**src/rtl/rotation_monitor.sv**
```systemverilog
// Observes a shifting/rotating register after each load and reports the rotation
// period, a stall (pattern stopped changing), or a timeout after LIMIT steps.
module rotation_monitor #(
  parameter int unsigned WIDTH = 8,
  parameter int unsigned CNT_W = 5,
  parameter int unsigned LIMIT = 16
) (
  input  logic             clock,
  input  logic             reset,
  input  logic [WIDTH-1:0] q_in,
  input  logic             loadn,
  output logic             busy,
  output logic             done,
  output logic [CNT_W-1:0] steps,
  output logic [CNT_W-1:0] period,
  output logic             period_valid,
  output logic             stalled,
  output logic             timeout
);

  typedef enum logic [1:0] {IDLE, ARM, TRACK, DONE} state_t;

  state_t           state, state_next;
  logic [WIDTH-1:0] ref_q, ref_next;
  logic [WIDTH-1:0] q_prev;
  logic [CNT_W-1:0] steps_next, period_next, n;
  logic             period_valid_next, stalled_next, timeout_next;

  always_ff @(posedge clock) begin
    if (reset) begin
      state        <= IDLE;
      ref_q        <= '0;
      q_prev       <= '0;
      steps        <= '0;
      period       <= '0;
      period_valid <= 1'b0;
      stalled      <= 1'b0;
      timeout      <= 1'b0;
    end else begin
      state        <= state_next;
      ref_q        <= ref_next;
      q_prev       <= q_in;
      steps        <= steps_next;
      period       <= period_next;
      period_valid <= period_valid_next;
      stalled      <= stalled_next;
      timeout      <= timeout_next;
    end
  end

  assign n = steps + CNT_W'(1);

  // Reference match is tested before stall so constant patterns report period 1.
  always_comb begin
    state_next        = state;
    ref_next          = ref_q;
    steps_next        = steps;
    period_next       = period;
    period_valid_next = period_valid;
    stalled_next      = stalled;
    timeout_next      = timeout;
    unique case (state)
      IDLE: begin
        if (!loadn) state_next = ARM;
      end
      ARM: begin
        ref_next          = q_in;
        steps_next        = '0;
        period_next       = '0;
        period_valid_next = 1'b0;
        stalled_next      = 1'b0;
        timeout_next      = 1'b0;
        state_next        = loadn ? TRACK : ARM;
      end
      TRACK: begin
        if (!loadn) begin
          state_next = ARM;
        end else if (q_in == ref_q) begin
          period_next       = n;
          steps_next        = n;
          period_valid_next = 1'b1;
          state_next        = DONE;
        end else if (q_in == q_prev) begin
          steps_next   = n;
          stalled_next = 1'b1;
          state_next   = DONE;
        end else if (n == CNT_W'(LIMIT)) begin
          steps_next   = n;
          timeout_next = 1'b1;
          state_next   = DONE;
        end else begin
          steps_next = n;
        end
      end
      DONE: begin
        if (!loadn) state_next = ARM;
      end
      default: state_next = IDLE;
    endcase
  end

  assign busy = (state == ARM) || (state == TRACK);
  assign done = (state == DONE);

endmodule

```
**config.mk**
```make
export PLATFORM = sky130hd
export DESIGN_NAME = rotation_monitor
export DESIGN_NICKNAME = d
export VERILOG_FILES = /design/src/rtl/rotation_monitor.sv
export SDC_FILE = /design/constraint.sdc
export NUM_CORES = 1
export LEC_CHECK = 0
export CORE_ASPECT_RATIO = 1.5
export CORE_MARGIN = 2
export CORE_UTILIZATION = 55
export CTS_CLUSTER_DIAMETER = 50
export CTS_CLUSTER_SIZE = 40
export DETAILED_ROUTE_END_ITERATION = 6
export GPL_TIMING_DRIVEN = 0
export PLACE_DENSITY_LB_ADDON = 0.12
export SKIP_LAST_GASP = 1
export SYNTH_ARGS = -nofsm -noshare
export SYNTH_HDL_FRONTEND = slang
export SYNTH_SLANG_ARGS = --single-unit
```
**constraint.sdc**
```tcl
create_clock -name clock -period 3.7 [get_ports clock]
set_clock_uncertainty 0.15 [all_clocks]
set_input_delay 0.74 -clock clock [delete_from_list [all_inputs] [get_ports clock]]
set_output_delay 0.74 -clock clock [all_outputs]
set_load 0.03 [all_outputs]
```
==> flow_metrics.env, run 1 <==
export IMPL_grt_max_degree=11
export IMPL_cp_start_kind="flop"
export IMPL_path_max_fanout=7
export IMPL_first_iter_violations=21
export IMPL_path_clk_slew_ns=0.06
export IMPL_syn_area_um2=1470
export IMPL_cp_required_ns=2.81
export IMPL_worstSetupPathDepth=4
export IMPL_synth_edf_count=0
export IMPL_tightest_slew_ns=0.677
export IMPL_finalSetupTns_ns=0
export IMPL_crit_chain="inv_1 > ha_1 > inv_1 > clkdlybuf4s50_1"
export IMPL_ys_flop_type="dfxtp_1"
export IMPL_layout_drive_gt1_share=0.0802
export IMPL_fin_nets=203
export IMPL_antenna_found_initial=0
export IMPL_critPathMostFrequentCell="inv_1"
export IMPL_ys_async_sr_fraction=0
export IMPL_die_w_um=46.2
export IMPL_core_um2=2620
export IMPL_ys_ff_latch=31
export IMPL_grt_pass1_vias=1180
export IMPL_diodes=0
export IMPL_worstHoldPathType="flop to flop"
export IMPL_grt_overflow_total=0
export IMPL_vdd_drop_max_mv=0.400
export IMPL_r2r_cells=6
export IMPL_p_leak_nw=0.669
export IMPL_hold_viol_final=0
export IMPL_path_delay_family="buffers and inverters"
export IMPL_holdWs_ns=0.316
export IMPL_dr_total_vias=1182
export IMPL_rsz0062_at_grt="false"
export IMPL_routabilityCongestion=0.782
export IMPL_min_path_cells=2
export IMPL_synth_top_cell_area_share=0.422
export IMPL_io_pins=26
export IMPL_cts_root_buf="clkbuf_8"
export IMPL_fin_crit_sh=0.798
export IMPL_yosysWarnings=0
export IMPL_ys_seq_area_frac=0.422
export IMPL_cap_violations=0
export IMPL_final_cell_mix="31 x dfxtp_1, 24 x clkdlybuf4s50_1, 19 x xnor2_1, 15 x nor2_1, 11 x a21oi_1"
export IMPL_grt_pass1_wl_mm=4.94
export IMPL_cpMaxStageDelayCell="clkdlybuf4s50_1"
export IMPL_antenna_left=0
export IMPL_area_growth_pct=26.5
export IMPL_synth_cell_type_count=34
export IMPL_dp_final_hpwl_mm=2.24
export IMPL_die_y_um=67.3
export IMPL_setup_violations=0
export IMPL_tritoncts="built"
export IMPL_period_needed_ns=2.95
export IMPL_slew_headroom=0.549
export IMPL_start_util=0.561
export IMPL_cts_path_max_buffers=2
export IMPL_yosys_top_cells_area="dfxtp_1 42%, xnor2_1 11%, mux2i_1 6.8%, ha_1 4.3%, nor2_1 3.8%"
export IMPL_synth_top_cell_by_area="dfxtp_1"
export IMPL_first_pass_iters=4
export IMPL_final_max_slew_violation_count=0
export IMPL_worstPathArrival_ns=2.06
export IMPL_viasPerCell=5.28
export IMPL_cts_htree_levels=2
export IMPL_synth_nets=172
export IMPL_final_common_cell="dfxtp_1"
export IMPL_syn_avg_cell_area_um2=9.42
export IMPL_outcome="finished clean"
export IMPL_slowest_delay_ns=0.71
export IMPL_path_buf_inv=3
export IMPL_clock_sinks=31
export IMPL_post_cts_buffers=0
export IMPL_crit_path_end_kind="output port"
export IMPL_row_count=23
export IMPL_fmax_mhz=339
export IMPL_worstSetupPathType="flop to output port"
export IMPL_drc=0
export IMPL_ctsResizeCount=0
export IMPL_dieArea_um2=3110
export IMPL_cts_buffers=5
export IMPL_cts_hold_fix_buffers=0
export IMPL_p_per_area_nw_per_um2=445
export IMPL_worstSkewPairLatency_ns=0.28
export IMPL_routed_wl_mm=2.97
export IMPL_synth_cells=156
export IMPL_portBuffers=24
export IMPL_grt_total_usage=0.221
export IMPL_wl_per_cell_um=13.3
-- final timing paths --
check / slack (ns) / start / to
worst max-delay path: 0.75 / state[0]$_SDFFE_PP0P_ / busy
worst max register to register: 1.61 / state[0]$_SDFFE_PP0P_ / steps[2]$_SDFFE_PP0P_
worst min register to register: 0.32 / timeout$_SDFFE_PP0P_ / timeout$_SDFFE_PP0P_
worst min-delay path: 0.32 / timeout$_SDFFE_PP0P_ / timeout$_SDFFE_PP0P_
-- final cells by class --
| type | count | area (um2) |
|---|---|---|
| multi-input combinational | 113 | 805 |
| fill | 222 | 759 |
| sequential | 31 | 621 |
| timing repair buffer | 24 | 240 |
| clock buffer | 6 | 72.6 |
| tap | 37 | 46.3 |
| clock inverter | 1 | 30.0 |
| inverter | 7 | 26.3 |
| buffer | 5 | 18.8 |
-- cell families (layout without fill, tap and decap cells) --
group                    after synthesis  count (layout)  share of synthesized area
flip-flops                            31              31                      0.422
multiplexers                          11              11                     0.0783
AND/OR/NAND/NOR                       54              54                      0.212
buffers and inverters                 12              43                     0.0306
AO/OA/AOI/OAI                         24              24                      0.101
XOR/XNOR                              19              19                      0.113
adder cells (fa/ha/maj)                5               5                     0.0426
-- power by group --
part	switching [W]	total, W	leakage (nW)	internal [W]
Combinational	0.0000841	0.000148	0.364	0.0000642
Sequential	0.0000125	0.000364	0.254	0.000351
Clock	0.000118	0.000315	0.0513	0.000197
-- metrics by stage --
| step | power [W] | util | cell area (um2) | instances | setup WS (ns) |
|---|---|---|---|---|---|
| after detailed placement | 0.000518 | 0.671 | 1760 | 217 | 0.887 |
| after global placement | 0.000513 | 0.671 | 1760 | 217 | 0.949 |
| after CTS | 0.000833 | 0.710 | 1860 | 224 | 0.759 |
| after floorplan | 0.000474 | - | 1470 | 156 | 1.64 |
| after global routing | 0.000863 | 0.710 | 1860 | 224 | 0.649 |
| final | 0.000827 | 0.710 | 1860 | 224 | 0.748 |
-- Yosys cell counts, drive strengths merged (3+ instances only) --
library cell,instances
nor2b,8
dfxtp,31
nand3,3
xnor2,19
a21oi,11
clkbuf,5
mux2i,10
nor3,3
nand4,4
o21ai,4
ha,5
inv,7
nor2,15
nand2,11
a211oi,3
-- registers in the layout, summed over array words and instances, names as in the netlist --
name and flops:
state 2, period 5, ref_q 8, timeout 1, stalled 1, steps 5, period_valid 1, q_prev 8
-- tightest hold or removal path: cells and delay by family (launching register included) --
| kind | cells | cell delay [ns] |
|---|---|---|
| AOI/OAI and AO/OA | 1 | 0.06 |
| buffers and inverters | 1 | 0.05 |
| DFF | 1 | 0.31 |
-- routing by layer --
metal,GRT usage,wire length (um)
met5,0,0
met4,0.0786,44
met3,0.0668,101
met2,0.398,1650
met1,0.232,1180
Power figures use the tool's default switching activity.
==> run 2, diff against run 1 <==
--- a/config.mk
+++ b/config.mk
@@ -7,7 +7,7 @@
 export LEC_CHECK = 0
 export CORE_ASPECT_RATIO = 1.5
 export CORE_MARGIN = 2
-export CORE_UTILIZATION = 55
+export CORE_UTILIZATION = 46
 export CTS_CLUSTER_DIAMETER = 50
 export CTS_CLUSTER_SIZE = 40
 export DETAILED_ROUTE_END_ITERATION = 6
==> constraint.sdc (replaced) <==
create_clock -name clock -period 2.7 [get_ports clock]
set_clock_uncertainty 0.15 [all_clocks]
set_input_delay 0.54 -clock clock [delete_from_list [all_inputs] [get_ports clock]]
set_output_delay 0.54 -clock clock [all_outputs]
set_load 0.03 [all_outputs]
==> flow_metrics.env, run 2 (synthesis gave the netlist of run 1 again) <==
export IMPL_antenna_left=0
export IMPL_die_y_um=73.2
export IMPL_final_max_slew_violation_count=0
export IMPL_cap_violations=0
export IMPL_cts_path_max_buffers=2
export IMPL_cpMaxStageDelayCell="dlygate4sd2_1"
export IMPL_worstHoldPathType="flop to flop"
export IMPL_cp_required_ns=2.01
export IMPL_wl_per_cell_um=13.3
export IMPL_p_seq_frac=0.425
export IMPL_hold_viol_final=0
export IMPL_post_dp_cell_area_um2=1760
export IMPL_first_iter_violations=17
export IMPL_rsz0062_at_grt="false"
export IMPL_period_needed_ns=2.45
export IMPL_grt_total_usage=0.184
export IMPL_cts_htree_levels=2
export IMPL_crit_chain="inv_1 > ha_1 > inv_1 > dlygate4sd2_1"
export IMPL_num_fill_cells=285
export IMPL_vdd_drop_max_mv=0.483
export IMPL_final_common_cell="dfxtp_1"
export IMPL_final_area_um2=1880
export IMPL_tritoncts="built"
export IMPL_antenna_found_initial=0
export IMPL_grt_pass1_wl_mm=5.00
export IMPL_row_count=25
export IMPL_cp_startpoint="state[0]$_SDFFE_PP0P_"
export IMPL_drc=0
export IMPL_worstSkewPairLatency_ns=0.28
export IMPL_crit_path_end_kind="output port"
export IMPL_top_regs="q_prev (8), ref_q (8)"
export IMPL_path_clk_slew_ns=0.07
export IMPL_path_buf_inv=3
export IMPL_io_pins=26
export IMPL_die_w_um=50.2
export IMPL_path_max_fanout=7
export IMPL_fmax_mhz=408
export IMPL_routed_wl_mm=3.02
export IMPL_final_cell_mix="31 x dfxtp_1, 23 x clkdlybuf4s50_1, 19 x xnor2_1, 15 x nor2_1, 11 x a21oi_1"
export IMPL_grt_overflow_total=0
export IMPL_path_delay_family="buffers and inverters"
export IMPL_cts_buffers=5
export IMPL_post_cts_buffers=0
export IMPL_cp_start_kind="flop"
export IMPL_viasPerCell=5.17
export IMPL_dp_cells=220
export IMPL_cts_root_buf="clkbuf_8"
export IMPL_outcome="finished clean"
export IMPL_core_um2=3100
export IMPL_layout_cells_non_filler=228
export IMPL_worstPathArrival_ns=1.76
export IMPL_dieArea_um2=3670
export IMPL_fin_crit_sh=0.908
export IMPL_p_per_area_nw_per_um2=624
export IMPL_p_int_w=0.000864
export IMPL_power_frac_comb=0.169
export IMPL_routabilityCongestion=0.726
export IMPL_dp_final_hpwl_mm=2.27
export IMPL_setup_violations=0
export IMPL_tightest_slew_ns=0.652
export IMPL_p_leak_nw=0.681
export IMPL_start_util=0.475
export IMPL_min_from="timeout$_SDFFE_PP0P_"
export IMPL_slowest_delay_ns=0.43
export IMPL_netSwitchingFraction=0.262
export IMPL_dr_total_vias=1179
export IMPL_finalSetupTns_ns=0
export IMPL_slew_headroom=0.565
export IMPL_power_w=0.00117
export IMPL_fin_util=0.606
export IMPL_clock_sinks=31
export IMPL_critPathMostFrequentCell="inv_1"
export IMPL_area_growth_pct=27.7
export IMPL_portBuffers=24
export IMPL_layout_drive_gt1_share=0.0904
export IMPL_grt_max_degree=11
export IMPL_grt_pass1_vias=1140
export IMPL_diodes=0
export IMPL_first_pass_iters=4
export IMPL_clock_power_share=0.406
export IMPL_fin_nets=203
export IMPL_power_switching_w=0.000307
export IMPL_r2r_start="state[0]$_SDFFE_PP0P_"
export IMPL_worstSetupPathType="flop to output port"
[run 2: changes by cell type in the layout (fill, tap and decap cells not counted)]
cell | before | now
clkbuf_1 | 6 | 5
clkbuf_8 | 5 | 6
clkdlybuf4s50_1 | 24 | 23
clkinv_2 | 0 | 1
dlygate4sd2_1 | 0 | 1
[run 2: final timing paths]
| kind | to | slack (ns) | cells after the start |
|---|---|---|---|
| max | busy | 0.25 | 4 |
| min | timeout$_SDFFE_PP0P_ | 0.31 | 2 |
| max reg2reg | steps[2]$_SDFFE_PP0P_ | 0.64 | 6 |
| min reg2reg | timeout$_SDFFE_PP0P_ | 0.31 | 2 |
[run 2: power by group through the flow]
stage,logic [W],registers (W),clock network [W]
CTS,0.000200,0.000498,0.000487
global route,0.000219,0.000500,0.000508
detailed placement,0.000202,0.000509,0
finish,0.000198,0.000498,0.000475
global placement,0.000199,0.000507,0
floorplan,0.000144,0.000506,0
[run 2: per-stage QoR]
step / setup WS, ns / hold WS, ns
floorplan: 0.644 / 0.332
global placement: 0.191 / 0.291
detailed placement: 0.143 / 0.294
CTS: 0.235 / 0.304
global route: 0.129 / 0.317
finish: 0.249 / 0.305
[run 2: layer usage]
| metal | global-route usage | part of all wire |
|---|---|---|
| met3 | 0.0553 | 0.032 |
| met5 | 0 | 0 |
| met4 | 0.0802 | 0.014 |
| met2 | 0.335 | 0.55 |
| met1 | 0.191 | 0.41 |
[run 2: timing repair]
action | in CTS | in global routing
setup endpoints to repair | 1 | 0
gates resized for setup | 1 | 0
hold buffers | 0 | 0
[run 2: layout make-up]
| type | instances | area, um2 | share of cell area |
|---|---|---|---|
| flip-flops and latches | 31 | 621 | 0.331 |
| inverters | 7 | 26.3 | 0.0140 |
| clock inverters | 2 | 35.0 | 0.0187 |
| multi-input cells | 113 | 805 | 0.429 |
| well taps | 40 | 50.0 | 0.0267 |
| clock buffers | 6 | 82.6 | 0.0440 |
| plain buffers | 5 | 18.8 | 0.0100 |
| repair buffers | 24 | 239 | 0.127 |
[run 2: worst register-to-register path: stages (launching register included)]
cell and delay (ns):
dfxtp_1 0.40, inv_1 0.08, ha_1 0.38, inv_1 0.20, nand3_1 0.15, or3b_2 0.49, a21oi_1 0.14
